### config.mk
export PLATFORM = sky130hd
export DESIGN_NAME = uart_wb_slave_flat
export DESIGN_NICKNAME = d
export VERILOG_FILES = /design/src/rtl/uart_wb_slave_if.sv /design/src/rtl/uart_wb_slave.sv /design/src/flat_wrapper.sv
export SDC_FILE = /design/constraint.sdc
export NUM_CORES = 1
export LEC_CHECK = 0
export ABC_AREA = 1
export CORE_MARGIN = 1
export CORE_UTILIZATION = 50
export DETAILED_ROUTE_END_ITERATION = 12
export PLACE_DENSITY = 0.71
export SETUP_SLACK_MARGIN = 0.05
export SLEW_MARGIN = 20
export SYNTH_ARGS = -nofsm -noshare
export SYNTH_HDL_FRONTEND = slang
export SYNTH_SLANG_ARGS = --single-unit
export TNS_END_PERCENT = 10
### constraint.sdc
create_clock -name clk_bus -period 5.85 [get_ports clk_bus]
set_input_delay 1.17 -clock clk_bus [delete_from_list [all_inputs] [get_ports clk_bus]]
set_output_delay 1.17 -clock clk_bus [all_outputs]
set_load 0.05 [all_outputs]
### src/rtl/uart_wb_slave_if.sv
// Wishbone slave bus bundle for the UART register block.
// The master drives the request side and the slave drives the termination side.
interface uart_wb_slave_if;
   logic [31:0] adr_i;
   logic [31:0] dat_i;
   logic [31:0] dat_o;
   logic [3:0]  sel_i;
   logic        we_i;
   logic        cyc_i;
   logic        stb_i;
   logic        ack_o;
   logic        err_o;
   logic        rty_o;
   logic        stall_o;

   modport master (
      output adr_i, dat_i, sel_i, we_i, cyc_i, stb_i,
      input  dat_o, ack_o, err_o, rty_o, stall_o
   );

   modport slave (
      input  adr_i, dat_i, sel_i, we_i, cyc_i, stb_i,
      output dat_o, ack_o, err_o, rty_o, stall_o
   );
endinterface

### src/rtl/uart_wb_slave.sv
// Memory-mapped UART front end: RX/TX byte FIFOs behind a Wishbone slave,
// plus an autonomous start handshake toward the async transmitter.
module uart_wb_slave #(
   parameter int FIFO_DEPTH = 16
) (
   input  logic                  clk_bus,
   input  logic                  rst_bus,
   uart_wb_slave_if.slave        bus,
   input  logic [7:0]            rx_data,
   input  logic                  rx_ready,
   output logic [7:0]            tx_data,
   output logic                  tx_start,
   input  logic                  tx_busy
);

   localparam int AW = (FIFO_DEPTH > 2) ? $clog2(FIFO_DEPTH) : 1;
   localparam logic [AW:0] CNT_FULL = (AW+1)'(FIFO_DEPTH);
   localparam logic [AW:0] CNT_ZERO = (AW+1)'(0);
   localparam logic [AW:0] CNT_ONE  = (AW+1)'(1);
   localparam logic [AW-1:0] PTR_ONE = AW'(1);

   typedef enum logic [1:0] {
      TX_IDLE  = 2'd0,
      TX_START = 2'd1,
      TX_GUARD = 2'd2
   } tx_state_t;

   tx_state_t       tx_state;
   tx_state_t       tx_state_next;

   logic [7:0]      rx_mem [FIFO_DEPTH];
   logic [7:0]      tx_mem [FIFO_DEPTH];
   logic [AW-1:0]   rx_wr_ptr;
   logic [AW-1:0]   rx_rd_ptr;
   logic [AW-1:0]   tx_wr_ptr;
   logic [AW-1:0]   tx_rd_ptr;
   logic [AW:0]     rx_count;
   logic [AW:0]     tx_count;
   logic            rx_overflow;

   logic            ack;
   logic            err;
   logic            rty;
   logic [31:0]     dat;
   logic [31:0]     rd_data;

   logic [1:0]      reg_sel;
   logic            accept;
   logic            is_data;
   logic            is_status;
   logic            is_unmapped;
   logic            rx_empty;
   logic            rx_full;
   logic            tx_empty;
   logic            tx_full;
   logic            tx_idle;
   logic            rx_push;
   logic            rx_pop;
   logic            tx_wr_req;
   logic            tx_push;
   logic            tx_pop;
   logic            tx_retry;
   logic            ovf_set;
   logic            ovf_clr;
   logic            unused_bits;

   assign reg_sel     = bus.adr_i[3:2];
   assign accept      = bus.cyc_i & bus.stb_i;
   assign is_data     = (reg_sel == 2'd0);
   assign is_status   = (reg_sel == 2'd1);
   assign is_unmapped = reg_sel[1];

   assign rx_empty    = (rx_count == CNT_ZERO);
   assign rx_full     = (rx_count == CNT_FULL);
   assign tx_empty    = (tx_count == CNT_ZERO);
   assign tx_full     = (tx_count == CNT_FULL);
   assign tx_idle     = tx_empty & (tx_state == TX_IDLE) & ~tx_busy;

   // A pop frees the slot a same-cycle push needs, so full-with-pop still pushes.
   assign rx_pop      = accept & ~bus.we_i & is_data & ~rx_empty;
   assign rx_push     = rx_ready & (~rx_full | rx_pop);
   assign ovf_set     = rx_ready & rx_full & ~rx_pop;
   assign ovf_clr     = accept & bus.we_i & is_status & bus.sel_i[0] & bus.dat_i[2];

   assign tx_wr_req   = accept & bus.we_i & is_data & bus.sel_i[0];
   assign tx_push     = tx_wr_req & (~tx_full | tx_pop);
   assign tx_retry    = tx_wr_req & tx_full & ~tx_pop;

   assign bus.ack_o   = ack;
   assign bus.err_o   = err;
   assign bus.rty_o   = rty;
   assign bus.dat_o   = dat;
   assign bus.stall_o = 1'b0;

   assign unused_bits = ^{bus.adr_i[31:4], bus.adr_i[1:0], bus.dat_i[31:8],
                          bus.sel_i[3:1]};

   // Transmit sequencer: pop when idle, then fixed START and GUARD cycles.
   always_comb begin
      tx_state_next = tx_state;
      tx_pop        = 1'b0;
      case (tx_state)
         TX_IDLE: begin
            if (!tx_empty && !tx_busy) begin
               tx_pop        = 1'b1;
               tx_state_next = TX_START;
            end else begin
               tx_state_next = TX_IDLE;
            end
         end
         TX_START: tx_state_next = TX_GUARD;
         TX_GUARD: tx_state_next = TX_IDLE;
         default:  tx_state_next = TX_IDLE;
      endcase
   end

   // Read-data selection for the register addressed by the current strobe.
   always_comb begin
      rd_data = 32'd0;
      if (bus.we_i) begin
         rd_data = 32'd0;
      end else begin
         case (reg_sel)
            2'd0: begin
               if (rx_empty) begin
                  rd_data = 32'd0;
               end else begin
                  rd_data = {24'd0, rx_mem[rx_rd_ptr]};
               end
            end
            2'd1:    rd_data = {28'd0, tx_idle, rx_overflow, ~tx_full, ~rx_empty};
            default: rd_data = 32'd0;
         endcase
      end
   end

   // Bus termination and read data, registered one cycle after acceptance.
   always_ff @(posedge clk_bus or posedge rst_bus) begin
      if (rst_bus) begin
         ack <= 1'b0;
         err <= 1'b0;
         rty <= 1'b0;
         dat <= 32'd0;
      end else begin
         ack <= accept & ~is_unmapped & ~tx_retry;
         err <= accept & is_unmapped;
         rty <= tx_retry;
         dat <= accept ? rd_data : 32'd0;
      end
   end

   // RX FIFO pointers, occupancy and sticky overflow flag (set beats clear).
   always_ff @(posedge clk_bus or posedge rst_bus) begin
      if (rst_bus) begin
         rx_wr_ptr   <= {AW{1'b0}};
         rx_rd_ptr   <= {AW{1'b0}};
         rx_count    <= CNT_ZERO;
         rx_overflow <= 1'b0;
      end else begin
         if (rx_push) rx_wr_ptr <= rx_wr_ptr + PTR_ONE;
         if (rx_pop)  rx_rd_ptr <= rx_rd_ptr + PTR_ONE;
         case ({rx_push, rx_pop})
            2'b10:   rx_count <= rx_count + CNT_ONE;
            2'b01:   rx_count <= rx_count - CNT_ONE;
            default: rx_count <= rx_count;
         endcase
         if (ovf_set) begin
            rx_overflow <= 1'b1;
         end else if (ovf_clr) begin
            rx_overflow <= 1'b0;
         end else begin
            rx_overflow <= rx_overflow;
         end
      end
   end

   // TX FIFO pointers and occupancy.
   always_ff @(posedge clk_bus or posedge rst_bus) begin
      if (rst_bus) begin
         tx_wr_ptr <= {AW{1'b0}};
         tx_rd_ptr <= {AW{1'b0}};
         tx_count  <= CNT_ZERO;
      end else begin
         if (tx_push) tx_wr_ptr <= tx_wr_ptr + PTR_ONE;
         if (tx_pop)  tx_rd_ptr <= tx_rd_ptr + PTR_ONE;
         case ({tx_push, tx_pop})
            2'b10:   tx_count <= tx_count + CNT_ONE;
            2'b01:   tx_count <= tx_count - CNT_ONE;
            default: tx_count <= tx_count;
         endcase
      end
   end

   // FIFO storage; contents need no reset since occupancy gates every read.
   always_ff @(posedge clk_bus) begin
      if (rx_push) rx_mem[rx_wr_ptr] <= rx_data;
      if (tx_push) tx_mem[tx_wr_ptr] <= bus.dat_i[7:0];
   end

   // Sequencer state, start pulse and held transmit byte.
   always_ff @(posedge clk_bus or posedge rst_bus) begin
      if (rst_bus) begin
         tx_state <= TX_IDLE;
         tx_start <= 1'b0;
         tx_data  <= 8'd0;
      end else begin
         tx_state <= tx_state_next;
         tx_start <= tx_pop;
         if (tx_pop) begin
            tx_data <= tx_mem[tx_rd_ptr];
         end else begin
            tx_data <= tx_data;
         end
      end
   end

endmodule

### src/flat_wrapper.sv
// flat-port wrapper written by rule: the top's interface ports become plain ports
module uart_wb_slave_flat 
#(
   parameter int FIFO_DEPTH = 16
)
  (clk_bus, rst_bus, rx_data, rx_ready, tx_data, tx_start, tx_busy, bus_adr_i, bus_dat_i, bus_sel_i, bus_we_i, bus_cyc_i, bus_stb_i, bus_dat_o, bus_ack_o, bus_err_o, bus_rty_o, bus_stall_o);
  uart_wb_slave_if bus_i ();
  input  logic clk_bus;
  input  logic rst_bus;
  input  logic [7:0] rx_data;
  input  logic rx_ready;
  output logic [7:0] tx_data;
  output logic tx_start;
  input  logic tx_busy;
  input wire logic [$bits(bus_i.adr_i)-1:0] bus_adr_i;
  input wire logic [$bits(bus_i.dat_i)-1:0] bus_dat_i;
  input wire logic [$bits(bus_i.sel_i)-1:0] bus_sel_i;
  input wire logic [$bits(bus_i.we_i)-1:0] bus_we_i;
  input wire logic [$bits(bus_i.cyc_i)-1:0] bus_cyc_i;
  input wire logic [$bits(bus_i.stb_i)-1:0] bus_stb_i;
  output wire logic [$bits(bus_i.dat_o)-1:0] bus_dat_o;
  output wire logic [$bits(bus_i.ack_o)-1:0] bus_ack_o;
  output wire logic [$bits(bus_i.err_o)-1:0] bus_err_o;
  output wire logic [$bits(bus_i.rty_o)-1:0] bus_rty_o;
  output wire logic [$bits(bus_i.stall_o)-1:0] bus_stall_o;
  assign bus_i.adr_i = bus_adr_i;
  assign bus_i.dat_i = bus_dat_i;
  assign bus_i.sel_i = bus_sel_i;
  assign bus_i.we_i = bus_we_i;
  assign bus_i.cyc_i = bus_cyc_i;
  assign bus_i.stb_i = bus_stb_i;
  assign bus_dat_o = bus_i.dat_o;
  assign bus_ack_o = bus_i.ack_o;
  assign bus_err_o = bus_i.err_o;
  assign bus_rty_o = bus_i.rty_o;
  assign bus_stall_o = bus_i.stall_o;
  uart_wb_slave #(.FIFO_DEPTH(FIFO_DEPTH)) u_core (.clk_bus(clk_bus), .rst_bus(rst_bus), .bus(bus_i), .rx_data(rx_data), .rx_ready(rx_ready), .tx_data(tx_data), .tx_start(tx_start), .tx_busy(tx_busy));
endmodule
== Yosys cells after proc, flatten, opt, wreduce, memory -nomap -nowiden ==
Memories as Yosys holds them, arrays and structs flattened. A register that Yosys moved wholly into a read port is not among the register bits.
Cells that the tools add are included.

* Flip-flop bits (word level): 65
* Latch bits: 0
* Memory bits (writable): 256
* Bits in read-only memories: 0
* Bits of input ports: 83
* Output and inout bits: 45
* Word-level logic and storage cells: 89
* Memories: 2

* Add/subtract/negate cells: 8
* $mul: 0
* Divide/modulo/power cells: 0
* Magnitude comparators: 0
* Equality and inequality tests: 8
* Shift operators: 0
* Muxes and demuxes: 16
* Bitwise operators: 32
* Reductions and logical operators: 10

{| class="wikitable"
|+ Memory list
! name !! depth !! bits a word !! rd ports !! clocked after Yosys merged registers in !! write ports !! line !! source
|-
| u_core.rx_mem || 16 || 8 || 1 || 0 || 1 || uart_wb_slave.sv:31 || <nowiki>logic [7:0] rx_mem [FIFO_DEPTH];</nowiki>
|-
| u_core.tx_mem || 16 || 8 || 1 || 1 || 1 || uart_wb_slave.sv:32 || <nowiki>logic [7:0] tx_mem [FIFO_DEPTH];</nowiki>
|}

{| class="wikitable"
|+ Operators with widths
! operator !! count
|-
| 32-bit 2-to-1 mux || 2
|-
| 1-bit AND || 21
|-
| 5-bit one-hot mux with 2 select lines || 2
|-
| 4-bit by 1-bit adder with 4-bit output (second input constant) || 4
|-
| 8-bit one-hot mux with 2 select lines || 1
|-
| 5-bit by 1-bit adder with 5-bit output (second input constant) || 2
|-
| 5-bit equality test (second input constant) || 2
|-
| 5-bit zero test || 2
|-
| 5-bit by 1-bit subtractor with 5-bit output (second input constant) || 2
|-
| 1-bit 2-to-1 mux || 9
|-
| 1-bit inverter || 9
|-
| 2-bit by 1-bit equality test with 1-bit output (second input constant) || 4
|-
| 8-bit 2-to-1 mux || 1
|-
| 2-bit nonzero test || 3
|-
| 2-bit equality test (second input constant) || 2
|-
| 2-bit zero test || 2
|-
| 2-bit one-hot mux with 2 select lines || 1
|-
| 1-bit zero test || 2
|-
| 1-bit OR || 2
|-
| 1-bit logical AND || 1
|}

== Logic depth before layout (Yosys ltp) ==
Gate-level depths: netlist of run 1.

* Depth in word-level cells: 9
* Gate-level depth with buffers: 19
* Gate-level depth less buffers: 18

== Least setup slack after synthesis of run 1 ==
No wires, ideal clock.

* Path kind: input port to flip-flop
* Start: in bus_cyc_i
* End: reg u_core.rx_count[4]
* Library setup time: 0.117 ns
* Data arrival time: 3.017 ns
* Required time: 5.733 ns
* Setup slack: 2.716 ns
* Cell stages on the path: 18
* Path buffers: 1
* Cell sequence: nand2_1 > clkinv_1 > nand3b_4 > nor2_4 > nand2_4 > nand2_4 > nand2_4 > buf_6 > ha_1 > xor2_1 > ha_1 > inv_1 > nand2_1 > and3_1 > o21bai_1 > nand2_1 > nand2_1 > nand2_1

* Longest elaborated chain between the ends: 8
* Elaborated cells between the ends (all ways): 10
* Classes of those cells: eq/ne (2); mux (1); bitwise (6); reduce/logical (1)

{| class="wikitable"
|+ RTL lines
! what !! line !! source
|-
| from (decl) || flat_wrapper.sv:19 || <nowiki>input wire logic [$bits(bus_i.cyc_i)-1:0] bus_cyc_i;</nowiki>
|-
| 1-bit AND (*) || uart_wb_slave.sv:68 || <nowiki>assign accept = bus.cyc_i & bus.stb_i;</nowiki>
|-
| 1-bit AND (*) (3 in series) || uart_wb_slave.sv:80 || <nowiki>assign rx_pop = accept & ~bus.we_i & is_data & ~rx_empty;</nowiki>
|-
| 1-bit OR || uart_wb_slave.sv:81 || <nowiki>assign rx_push = rx_ready & (~rx_full | rx_pop);</nowiki>
|-
| 1-bit AND || uart_wb_slave.sv:81 ||
|-
| 2-bit by 1-bit equality test with 1-bit output or 2-bit equality test (tied branches) || uart_wb_slave.sv:162 || <nowiki>case ({rx_push, rx_pop})</nowiki>
|-
| 5-bit one-hot mux with 2 select lines or 2-bit nonzero test (tied branches) || -- ||
|-
| to (signal assigned) || uart_wb_slave.sv:163 || <nowiki>2'b10: rx_count <= rx_count + CNT_ONE;</nowiki>
|-
| to (signal assigned) || uart_wb_slave.sv:164 || <nowiki>2'b01: rx_count <= rx_count - CNT_ONE;</nowiki>
|-
| to (signal assigned) || uart_wb_slave.sv:165 || <nowiki>default: rx_count <= rx_count;</nowiki>
|-
| to (decl) || uart_wb_slave.sv:37 || <nowiki>logic [AW:0] rx_count;</nowiki>
|}

Every way passes the cells marked *; elsewhere a longest branch is shown, timed or not.
A chain may end at the register's enable or synchronous reset.

== Final worst setup path of run 1 ==
* Start: in bus_stb_i
* End: reg u_core.rx_count[4]

* Longest elaborated chain between the ends: 8
* Elaborated cells between the ends (all ways): 10
* Classes of those cells: eq/ne (2); mux (1); bitwise (6); reduce/logical (1)

{| class="wikitable"
|+ RTL lines
! what !! line !! source
|-
| from (decl) || flat_wrapper.sv:20 || <nowiki>input wire logic [$bits(bus_i.stb_i)-1:0] bus_stb_i;</nowiki>
|-
| 1-bit AND (*) || uart_wb_slave.sv:68 ||
|-
| 1-bit AND (*) (3 in series) || uart_wb_slave.sv:80 ||
|-
| 1-bit OR || uart_wb_slave.sv:81 ||
|-
| 1-bit AND || uart_wb_slave.sv:81 ||
|-
| 2-bit by 1-bit equality test with 1-bit output or 2-bit equality test (tied branches) || uart_wb_slave.sv:162 ||
|-
| 5-bit one-hot mux with 2 select lines or 2-bit nonzero test (tied branches) || -- ||
|}

Marked as above.

==> results of run 1 <==
==> metrics by stage <==
| stage | worst slack [ps] | instances | utilization |
|---|---|---|---|
| CTS | 2566 | 1531 | 0.5725 |
| floorplan | 2716 | 1162 | - |
| global route | 2307 | 1531 | 0.5727 |
| detailed placement | 1968 | 1473 | 0.5349 |
| global placement | 2009 | 1473 | 0.5343 |
| finish | 2560 | 1531 | 0.5727 |
==> state kept, by name, indices dropped and copies added (netlist names), 2 cells and up <==
name              flops
u_core.rx_wr_ptr      4
u_core.tx_state       2
u_core.tx_data        8
u_core.rx_count       5
u_core.bus.dat_o      8
u_core.rx_mem       128
u_core.tx_rd_ptr      4
u_core.tx_wr_ptr      4
u_core.tx_count       5
u_core.tx_mem       128
u_core.rx_rd_ptr      4
==> power by group through the flow <==
stage                     Clock, mW  Combinational [mW]  Sequential (mW)
final                          1.85                2.05             2.81
after detailed placement          0                2.04             2.84
after CTS                      1.87                2.05             2.80
after global routing           1.95                2.30             2.83
after global placement            0                1.97             2.84
after floorplan                   0                1.58             2.80
==> logic make-up after synthesis <==
family,synth area share
adder cells (fa/ha/maj),0.01787
flip-flops,0.6825
buffers and inverters,0.06225
XOR/XNOR,0.01210
other,0.0002879
AO/OA/AOI/OAI,0.07407
AND/OR/NAND/NOR,0.1509
==> worst reg2reg max path, cell delays in order (launching register included) <==
cell	delay, ps
sky130_fd_sc_hd__dfrtp_2	330
sky130_fd_sc_hd__buf_4	560
sky130_fd_sc_hd__clkinv_2	930
sky130_fd_sc_hd__o21ai_0	600
sky130_fd_sc_hd__o211ai_1	160
sky130_fd_sc_hd__nand3_1	190
sky130_fd_sc_hd__nand2_1	70
sky130_fd_sc_hd__nand2_1	60
sky130_fd_sc_hd__nand2_1	50
==> cell usage in the layout, fill, tap and decap left out, types with 10 or more instances in the layout <==
cell type / Yosys / routed
sky130_fd_sc_hd__a21oi_1: 11 / 11
sky130_fd_sc_hd__buf_4: 33 / 13
sky130_fd_sc_hd__clkbuf_16: 0 / 31
sky130_fd_sc_hd__clkdlybuf4s50_1: 0 / 45
sky130_fd_sc_hd__conb_1: 1 / 25
sky130_fd_sc_hd__dfrtp_1: 48 / 45
sky130_fd_sc_hd__edfxtp_1: 256 / 256
sky130_fd_sc_hd__ha_1: 17 / 17
sky130_fd_sc_hd__inv_1: 72 / 71
sky130_fd_sc_hd__nand2_1: 178 / 178
sky130_fd_sc_hd__nand3_1: 82 / 82
sky130_fd_sc_hd__nor2_1: 178 / 178
sky130_fd_sc_hd__nor3_1: 13 / 10
sky130_fd_sc_hd__o211ai_1: 40 / 40
sky130_fd_sc_hd__o21ai_0: 85 / 85
sky130_fd_sc_hd__o21ai_1: 21 / 21
sky130_fd_sc_hd__xor2_1: 16 / 16
==> area by class of cell <==
cell class	instances	area, um2	area share
sequential	304	8895	0.6115
multi-input combinational	700	3430	0.2358
clock buffer	42	837.1	0.05755
timing repair buffer	58	548.0	0.03768
tap	330	412.9	0.02839
inverter	81	306.5	0.02108
clock inverter	16	116.4	0.008000
==> per-layer routing <==
metal  GRT usage  up-vias  wire [um]
li1            -     3942          -
met1      0.2748     4105      11480
met2      0.3561      281      13270
met3     0.03682       37       1871
met4     0.04333        0        412
met5           0        -          0
==> path summary, 6_finish.rpt <==
check | from | end | slack [ps] | cells past startpoint
hold / removal | u_core.tx_state[1] | u_core.tx_state[1] | 430 | 1
max in group asynchronous | rst_bus | u_core.tx_rd_ptr[1] | 4220 | 3
setup reg to reg | u_core.tx_rd_ptr[0] | u_core.tx_data[2] | 2770 | 8
min in group asynchronous | rst_bus | u_core.tx_rd_ptr[0] | 1120 | 3
setup / recovery | bus_stb_i | u_core.rx_count[4] | 2560 | 18
hold reg to reg | u_core.tx_state[1] | u_core.tx_state[1] | 430 | 1
==> metrics.md, run 1 <==
| Metric | Value |
|---|---|
| Run status | `complete, no violations` |
| Sw frac | `0.3648` |
| Clock Pin Slew Worst Setup and Hold Paths | `60 ps` |
| Cts bufs inserted | `31` |
| Slowest cell delay on critical path | `450 ps` |
| Total length of routed wires | `27040 um` |
| Async set or reset register ratio after synthesis | `0.1579` |
| Total setup buffers inserted after CTS | `0` |
| Critical path type | `input port to register` |
| Post-Syn Area per Cell | `11.44 um2` |
| Data arrival time of the critical path | `3740 ps` |
| Kind of cell with the highest combined delay on the critical path | `simple AND/OR/NAND/NOR gates` |
| Number of distinct library cells after synthesis | `38` |
| Post-synthesis sequential element count | `304` |
| Achievable Freq | `304.0 MHz` |
| Setup repair after global routing missed its margin | `false` |
| Slowest cell on the critical path | `sky130_fd_sc_hd__clkdlybuf4s50_1` |
| Worst-Margin Slew | `1024 ps` |
| Floorplan Core Area | `0.02540 mm2` |
| Largest cells by area after synthesis | `sky130_fd_sc_hd__edfxtp_1, sky130_fd_sc_hd__dfrtp_1, sky130_fd_sc_hd__nand2_1` |
| Layout cells sized above 1 | `0.06828` |
| Number of enable-type register cells in the synthesized netlist | `256` |
| CP Data Required Time | `6300 ps` |
| Area fraction of the dominant cell type after synthesis | `0.5903` |
| Total of max-cap violations | `0` |
| Count of warnings emitted by yosys | `0` |
| Global-route congestion overflow total | `0` |
| # diodes | `0` |
| Placed wire-length estimate after detailed placement | `16060 um` |
| Gr usage total | `0.2072` |
| Filler cells | `2008` |
| Layout Skew | `22.77 ps` |
| Sequential cell area fraction in the yosys report | `0.6825` |
| Post-CTS Resized | `0` |
| Post-synthesis cell count | `1138` |
| Sequential share of power | `0.418` |
| Total via count after detailed routing | `8365` |
| Worst setup EP type | `register` |
| Setup violators final | `0` |
| Post-route clock period utilization | `0.5624` |
| Clock tree from TritonCTS | `built` |
| Post-DR wirelength/cell | `17.66 um` |
| Static leakage | `5.487 nW` |
| First-pass iteration count of the detailed router | `5` |
| Max-slew headroom | `0.3165` |
| Top cell type by total area after synthesis | `sky130_fd_sc_hd__edfxtp_1` |
| DRC | `0` |
| Power spent charging and discharging nets | `2.445 mW` |
| Die Span Y | `163.4 um` |
| Library cell with the highest instance count after synthesis | `sky130_fd_sc_hd__edfxtp_1` |
| Initial standard-cell utilization of the core | `0.5128` |
| Die Wd | `163.4 um` |
| CTS Root Buffer Type | `sky130_fd_sc_hd__clkbuf_16` |
| Final layout net count | `1277` |
| Final design instance area without fill | `0.01455 mm2` |
| Antenna-violating nets left | `0` |
| Class of the most critical hold timing path | `register to register` |
| Drt initial violations | `776` |
| Overall Power | `6.703 mW` |
| Combinational group share of total power | `0.305` |
| Via count of the first global-routing pass | `8032` |
| Placed inst area | `0.01359 mm2` |
| Sum of buffers and inverters on the critical path | `3` |
| Synthesized area | `0.01302 mm2` |
| Clock insertion delay at the later pin of the skew report | `560 ps` |
| Max-slew violation count | `0` |
| Minimum period implied by the final worst setup slack | `3290 ps` |
| Hold Buf Count CTS | `0` |
| Internal Power | `4.258 mW` |
| Antenna violations before repair | `0` |
| Pin count of the biggest net entering global routing | `68` |
| Global-route wire length before repair | `42490 um` |
| Final TNS setup | `0 ps` |
| Per-cell via count in the routed design | `5.464` |
| Worst-case hold slack | `429.5 ps` |
| Placement row count | `58` |
| Dominant synthesized flop cell | `sky130_fd_sc_hd__edfxtp_1` |
| Highest fanout seen on the critical path | `18` |
| Most used standard cells in the synthesized netlist | `sky130_fd_sc_hd__edfxtp_1, sky130_fd_sc_hd__nand2_1, sky130_fd_sc_hd__nor2_1, sky130_fd_sc_hd__o21ai_0, sky130_fd_sc_hd__nand3_1` |
| Clk network pwr share | `0.276` |
| Clock buffer depth | `3` |
| Total power density per cell area | `460.9 mW/mm2` |
| Cells traversed along the worst timing path | `clkdlybuf4s50_1 > nand2_1 > clkinv_1 > nand3b_4 > nor2_4 > nand2_4 > nand2_4 > nand2_4 > ha_1 > xor2_1 > ha_1 > inv_1 > nand2_1 > and3_1 > o21bai_1 > nand2_1 > nand2_1 > nand2_1` |
| Die Area | `0.02670 mm2` |
| Total clock sinks | `304` |
| Largest vdd supply drop | `0.0003393 V` |
| Worst setup SP type | `input port` |
| Buffers on Ports | `45` |
| Synth-to-layout area growth | `11.68%` |
| Cell with the most instances on the worst path | `sky130_fd_sc_hd__nand2_1` |
| Final number of hold-violating endpoints | `0` |
| Clock H-tree levels | `1` |
| Number of placed I/O pins | `128` |
| Global placement routability congestion | `0.8245` |
(Power assumes the default switching activity.)
==> inputs of run 2 (changes only) <==
- clock period: 5.85 -> 3.1 ns (I/O delays scaled with it)
==> metrics.md, run 2 (synthesis gave the netlist of run 1 again) <==
| Metric | Value |
|---|---|
| Total length of routed wires | `27870 um (+3.0%)` |
| CTS Root Buffer Type | `sky130_fd_sc_hd__clkbuf_16` |
| Hold Buf Count CTS | `0 (unchanged)` |
| Worst setup SP type | `input port` |
| Antenna violations before repair | `0 (unchanged)` |
| Global-route wire length before repair | `44020 um (+3.6%)` |
| Die Area | `0.02670 mm2 (unchanged)` |
| CP Data Required Time | `3510 ps (-2790 ps)` |
| Worst-Margin Slew | `1048 ps (+24.32 ps)` |
| Setup repair after global routing missed its margin | `false` |
| Area taken by flip-flops and latches | `0.008892 mm2 (about the same)` |
| Placed wire-length estimate after detailed placement | `17110 um (+6.6%)` |
| Largest vdd supply drop | `0.0005813 V (+71%)` |
| Pin count of the biggest net entering global routing | `68 (unchanged)` |
| Die Span Y | `163.4 um (unchanged)` |
| Final design instance area without fill | `0.01512 mm2 (+4.0%)` |
| Class of the most critical hold timing path | `input port to async pin` |
| Setup violators final | `0 (unchanged)` |
| Buffers on Ports | `45 (unchanged)` |
| Floorplan Core Area | `0.02540 mm2 (unchanged)` |
| Critical path type | `input port to register` |
| Drt initial violations | `886 (+14%)` |
| Antenna-violating nets left | `0 (unchanged)` |
| Internal Power | `8.659 mW (+100%)` |
| Per-cell via count in the routed design | `5.404 (-1.1%)` |
| Layout Skew | `23.66 ps (+0.8921 ps)` |
| Clock Pin Slew Worst Setup and Hold Paths | `60 ps (about the same)` |
| Post-CTS Resized | `0 (unchanged)` |
| Placed inst area | `0.01396 mm2 (+2.8%)` |
| Achievable Freq | `391.9 MHz` |
| Global-route congestion overflow total | `0 (unchanged)` |
| Cts bufs inserted | `34 (+9.7%)` |
| Data arrival time of the critical path | `2960 ps (-780 ps)` |
| Total clock sinks | `304 (unchanged)` |
| Total setup buffers inserted after CTS | `0 (unchanged)` |
| Clock H-tree levels | `2 (+1)` |
| Highest fanout seen on the critical path | `4 (-14)` |
| Post-DR wirelength/cell | `17.60 um (-0.34%)` |
| Max-slew headroom | `0.3003 (-0.01623)` |
| Synth-to-layout area growth | `16.11%` |
| Combinational group share of total power | `0.309 (+0.004)` |
| Final number of hold-violating endpoints | `0 (unchanged)` |
| Power spent charging and discharging nets | `4.763 mW (+95%)` |
| # diodes | `0 (unchanged)` |
| Sequential share of power | `0.387 (-0.031)` |
| Run status | `complete, no violations` |
| Worst-case hold slack | `350.7 ps (-78.86 ps)` |
| Minimum period implied by the final worst setup slack | `2551 ps` |
| Worst setup EP type | `register` |
| Number of placed I/O pins | `128 (unchanged)` |
| DRC | `0 (unchanged)` |
| Clock insertion delay at the later pin of the skew report | `520 ps (-40 ps)` |
| Highest-count cells in the layout ignoring fill and taps | `sky130_fd_sc_hd__edfxtp_1, sky130_fd_sc_hd__nand2_1, sky130_fd_sc_hd__nor2_1, sky130_fd_sc_hd__o21ai_0, sky130_fd_sc_hd__nand3_1` |
| Initial standard-cell utilization of the core | `0.5128 (unchanged)` |
| Via count of the first global-routing pass | `8321 (+3.6%)` |
| Global placement routability congestion | `0.8329 (+1.0%)` |
| Registers with the most flip-flops | `u_core.rx_mem (128), u_core.tx_mem (128)` |
| Filler cells | `1962 (-2.3%)` |
| Die Wd | `163.4 um (unchanged)` |
| First-pass iteration count of the detailed router | `5 (unchanged)` |
| Clock buffer depth | `3 (unchanged)` |
| Total via count after detailed routing | `8554 (+2.3%)` |
| Area of combinational cells with multiple inputs | `0.003415 mm2 (-0.44%)` |
| Clock tree from TritonCTS | `built` |
| Static leakage | `5.846 nW (+6.5%)` |
| Max-slew violation count | `0 (unchanged)` |
| Total power density per cell area | `887.6 mW/mm2 (+93%)` |
| Gr usage total | `0.2159 (+0.008679)` |
| Total of max-cap violations | `0 (unchanged)` |
| Final TNS setup | `0 ps (unchanged)` |
| Layout cells sized above 1 | `0.1101 (+0.04186)` |
| Post-route clock period utilization | `0.8230` |
| Clk network pwr share | `0.304 (+0.028)` |
| Number of standard cells in the final layout excluding fillers | `1583 (+3.4%)` |
| DP Cell Count | `1522 (+3.3%)` |
| Sw frac | `0.3549 (-0.009915)` |
| Placement row count | `58 (unchanged)` |
| Most common library cell in the layout ignoring fill and taps | `sky130_fd_sc_hd__edfxtp_1` |
| Final layout net count | `1329 (+4.1%)` |
run 2: cell type report:
| cell class | instances | share of cell area |
|---|---|---|
| tap | 330 | 0.02730 |
| sequential | 304 | 0.5880 |
| clock inverter | 19 | 0.01556 |
| multi-input combinational | 700 | 0.2258 |
| inverter | 81 | 0.02011 |
| clock buffer | 42 | 0.06098 |
| timing repair buffer | 107 | 0.06222 |
run 2: per-layer routing:
metal | GRT usage | vias to the layer above | wire (um) | share of wire
li1 | - | 4052 | - | -
met1 | 0.2962 | 4138 | 12100 | 0.43
met2 | 0.3471 | 301 | 13350 | 0.48
met3 | 0.03707 | 63 | 1783 | 0.064
met4 | 0.07604 | 0 | 634 | 0.023
met5 | 0 | - | 0 | 0
run 2: worst paths after layout:
check / start / end / slack [ps] / cells after the start
hold reg to reg: u_core.tx_state[1] / u_core.tx_state[1] / 430 / 1
hold / removal: rst_bus / u_core.tx_data[3] / 350 / 2
setup / recovery: bus_adr_i[3] / u_core.rx_count[4] / 550 / 17
max in group asynchronous: rst_bus / u_core.rx_rd_ptr[0] / 2050 / 3
min in group clk_bus: u_core.tx_state[1] / u_core.tx_state[1] / 430 / 1
setup reg to reg: u_core.rx_count[0] / u_core.rx_count[4] / 640 / 18
run 2: critical path, cell delays in order:
cell and delay [ps]:
sky130_fd_sc_hd__clkdlybuf4s50_1 470, sky130_fd_sc_hd__inv_1 170, sky130_fd_sc_hd__nand3b_4 110, sky130_fd_sc_hd__nor2_4 170, sky130_fd_sc_hd__nand2_4 90, sky130_fd_sc_hd__nand2_4 90, sky130_fd_sc_hd__nand2_4 40, sky130_fd_sc_hd__ha_1 210
sky130_fd_sc_hd__buf_4 150, sky130_fd_sc_hd__ha_1 310, sky130_fd_sc_hd__inv_1 60, sky130_fd_sc_hd__o21bai_1 190, sky130_fd_sc_hd__nor2_1 70, sky130_fd_sc_hd__nand2_1 60, sky130_fd_sc_hd__nand2_1 50, sky130_fd_sc_hd__nand2_1 50
sky130_fd_sc_hd__nand2_1 50
run 2: metrics by stage:
step	power [mW]	setup slack (ps)	utilization
after detailed placement	9.387	49.93	0.5498
after global placement	9.269	92.97	0.5498
after floorplan	8.262	516.4	-
final	13.42	548.6	0.5954
after CTS	13.48	568.2	0.5954
after global routing	14.14	357.4	0.5954
run 2: power groups by stage:
| stage | sequential [mW] | clock [mW] | combinational [mW] |
|---|---|---|---|
| floorplan | 5.29 | 0 | 2.97 |
| global placement | 5.25 | 0 | 4.02 |
| detailed placement | 5.26 | 0 | 4.12 |
| CTS | 5.18 | 4.15 | 4.15 |
| global route | 5.24 | 4.30 | 4.60 |
| finish | 5.19 | 4.08 | 4.15 |
==> inputs of run 3 (changes only) <==
- clock period: 3.1 -> 2.44 ns (I/O delays scaled with it)
==> metrics.md, run 3 (synthesis gave the netlist of run 1 again) <==
| Metric | Value |
|---|---|
| Placement row count | `58 (unchanged)` |
| Highest fanout seen on the critical path | `4 (unchanged)` |
| DP Cell Count | `1541 (+1.2%)` |
| Final design instance area without fill | `0.01532 mm2 (+1.3%)` |
| Placed inst area | `0.01415 mm2 (+1.3%)` |
| Pin count of the biggest net entering global routing | `68 (unchanged)` |
| DRC | `0 (unchanged)` |
| FF-to-FF Start | `u_core.rx_count[0]` |
| Worst-case hold slack | `319.3 ps (-31.41 ps)` |
| Static leakage | `5.952 nW (+1.8%)` |
| Max-slew violation count | `0 (unchanged)` |
| Max-slew headroom | `0.5197 (+0.2194)` |
| Total clock sinks | `304 (unchanged)` |
| Largest vdd supply drop | `0.0007865 V (+35%)` |
| Reg2reg setup slack | `40 ps (-600 ps)` |
| Setup violators final | `0 (unchanged)` |
| Number of placed I/O pins | `128 (unchanged)` |
| Setup repair after global routing missed its margin | `true` |
| Capturing point of the worst reg2reg path | `u_core.rx_count[4]` |
| Antenna-violating nets left | `0 (unchanged)` |
| Clock H-tree levels | `1 (-1)` |
| Most common library cell in the layout ignoring fill and taps | `sky130_fd_sc_hd__edfxtp_1` |
| Per-cell via count in the routed design | `5.344 (-1.1%)` |
| Highest-count cells in the layout ignoring fill and taps | `sky130_fd_sc_hd__edfxtp_1, sky130_fd_sc_hd__nor2_1, sky130_fd_sc_hd__nand2_1, sky130_fd_sc_hd__o21ai_0, sky130_fd_sc_hd__buf_4` |
| Die Wd | `163.4 um (unchanged)` |
| Clock Pin Slew Worst Setup and Hold Paths | `70 ps (about the same)` |
| Global placement routability congestion | `0.8401 (+0.86%)` |
| Post-route clock period utilization | `0.9829` |
| Total via count after detailed routing | `8588 (+0.40%)` |
| Worst-Margin Slew | `718.2 ps (-330.2 ps)` |
| Drt initial violations | `845 (-4.6%)` |
| Final layout net count | `1354 (+1.9%)` |
| Final TNS setup | `0 ps (unchanged)` |
| CP Data Required Time | `2870 ps (-640 ps)` |
| Hold Buf Count CTS | `0 (unchanged)` |
| Global-route congestion overflow total | `0 (unchanged)` |
| Clock insertion delay at the later pin of the skew report | `560 ps (+40 ps)` |
| Via count of the first global-routing pass | `8311 (-0.12%)` |
| Global-route wire length before repair | `43330 um (-1.6%)` |
| Worst Reg-to-Reg Cells | `16 (-2)` |
| Clock tree from TritonCTS | `built` |
| Die Span Y | `163.4 um (unchanged)` |
| Floorplan Core Area | `0.02540 mm2 (unchanged)` |
| Cts bufs inserted | `30 (-12%)` |
| Total length of routed wires | `27670 um (-0.70%)` |
| Final number of hold-violating endpoints | `0 (unchanged)` |
| Achievable Freq | `417.0 MHz` |
| Initial standard-cell utilization of the core | `0.5128 (unchanged)` |
| Clock buffer depth | `3 (unchanged)` |
| Placed wire-length estimate after detailed placement | `17280 um (+1.0%)` |
| Class of the most critical hold timing path | `input port to async pin` |
| Post-DR wirelength/cell | `17.22 um (-2.2%)` |
| Minimum period implied by the final worst setup slack | `2398 ps` |
| Critical path type | `register to register` |
| Worst setup SP type | `register` |
| Data arrival time of the critical path | `2830 ps (-130 ps)` |
| Buffers on Ports | `45 (unchanged)` |
| Number of standard cells in the final layout excluding fillers | `1607 (+1.5%)` |
| Antenna violations before repair | `0 (unchanged)` |
| Overall Power | `16.93 mW (+26%)` |
| Total power density per cell area | `1106 mW/mm2 (+25%)` |
| Registers with the most flip-flops | `u_core.rx_mem (128), u_core.tx_mem (128)` |
| Run status | `complete, no violations` |
| First-pass iteration count of the detailed router | `5 (unchanged)` |
| Layout cells sized above 1 | `0.1316 (+0.02142)` |
| Setup crit start | `u_core.rx_count[0]` |
| Total of max-cap violations | `0 (unchanged)` |
| CTS Root Buffer Type | `sky130_fd_sc_hd__clkbuf_16` |
| Worst setup EP type | `register` |
| # diodes | `0 (unchanged)` |
| Critical path capture point | `u_core.rx_count[4]` |
| Synth-to-layout area growth | `17.60%` |
| Layout Skew | `20.89 ps (-2.766 ps)` |
| Die Area | `0.02670 mm2 (unchanged)` |
| Gr usage total | `0.2109 (-0.004989)` |
-- run 3: changes by cell type in the layout (fill, tap and decap cells not counted), moves of 2 or more --
cell                         before  now
sky130_fd_sc_hd__clkbuf_1         5    8
sky130_fd_sc_hd__nor2_1         178  176
sky130_fd_sc_hd__nand2_1        178  176
sky130_fd_sc_hd__clkinv_8         2    0
sky130_fd_sc_hd__clkinv_2         7    4
sky130_fd_sc_hd__buf_4           60   85
sky130_fd_sc_hd__clkbuf_8         2    6
sky130_fd_sc_hd__clkbuf_16       35   31
sky130_fd_sc_hd__buf_12           2    5
sky130_fd_sc_hd__nand2_2          3    5
sky130_fd_sc_hd__ha_1            17   15
sky130_fd_sc_hd__clkinvlp_4       4    1
-- run 3: cell type report --
class	instances	area, um2
Fill cell	1911	10080
Sequential cell	304	8894
Multi-Input combinational cell	700	3457
Timing Repair Buffer	136	1200
Clock buffer	45	888.4
Tap cell	330	412.9
Inverter	81	304.0
Clock inverter	11	160.2
-- run 3: worst min-delay path by stage --
| stage | startpoint | depth (start not counted) | slack [ps] | end |
|---|---|---|---|---|
| after floorplan | u_core.tx_state[1] | 1 | 400 | u_core.tx_state[1] |
| after global placement | u_core.tx_state[1] | 1 | 400 | u_core.tx_state[1] |
| after detailed placement | u_core.tx_state[1] | 1 | 410 | u_core.tx_state[1] |
| after CTS | rst_bus | 3 | 310 | u_core.tx_count[2] |
| after global routing | rst_bus | 3 | 350 | u_core.tx_count[2] |
| final | rst_bus | 3 | 320 | u_core.bus.err_o |
-- run 3: timing repair --
action	in CTS	in global routing
buffers inserted	0	10
pin swaps	0	6
gates resized for setup	2	10
setup endpoints to repair	1	2
-- run 3: stage by stage --
step | setup WS [ps] | utilization
after floorplan | 52.86 | -
after global placement | -367.2 | 0.5570
after detailed placement | -445.8 | 0.5570
after CTS | 66.12 | 0.5988
after global routing | -58.15 | 0.6030
final | 41.82 | 0.6030
-- run 3: power breakdown --
part / switching, mW / total (mW) / internal, mW / leakage (nW)
Combinational: 3.66 / 5.57 / 1.92 / 2.54
Clock: 1.89 / 4.82 / 2.93 / 0.513
Sequential: 0.391 / 6.54 / 6.15 / 2.90
-- run 3: worst max-delay path: stages (launching register included) --
cell and delay, ps:
sky130_fd_sc_hd__dfrtp_1 420, sky130_fd_sc_hd__nor2_2 140, sky130_fd_sc_hd__nand2_2 80, sky130_fd_sc_hd__nor2_4 170, sky130_fd_sc_hd__nor2_4 60, sky130_fd_sc_hd__nand2_4 80
sky130_fd_sc_hd__nand2_4 60, sky130_fd_sc_hd__nand2_4 90, sky130_fd_sc_hd__ha_4 160, sky130_fd_sc_hd__buf_4 110, sky130_fd_sc_hd__xor2_1 360, sky130_fd_sc_hd__and3_4 280
sky130_fd_sc_hd__nor2_2 40, sky130_fd_sc_hd__nand2_1 60, sky130_fd_sc_hd__nand2_1 50, sky130_fd_sc_hd__nand2_1 60, sky130_fd_sc_hd__nand2_1 50
-- run 3: metal layers --
metal	GRT usage	wire length (um)
met1	0.2986	12100
met2	0.3411	13380
met3	0.02793	1743
met4	0.06117	451
met5	0	0
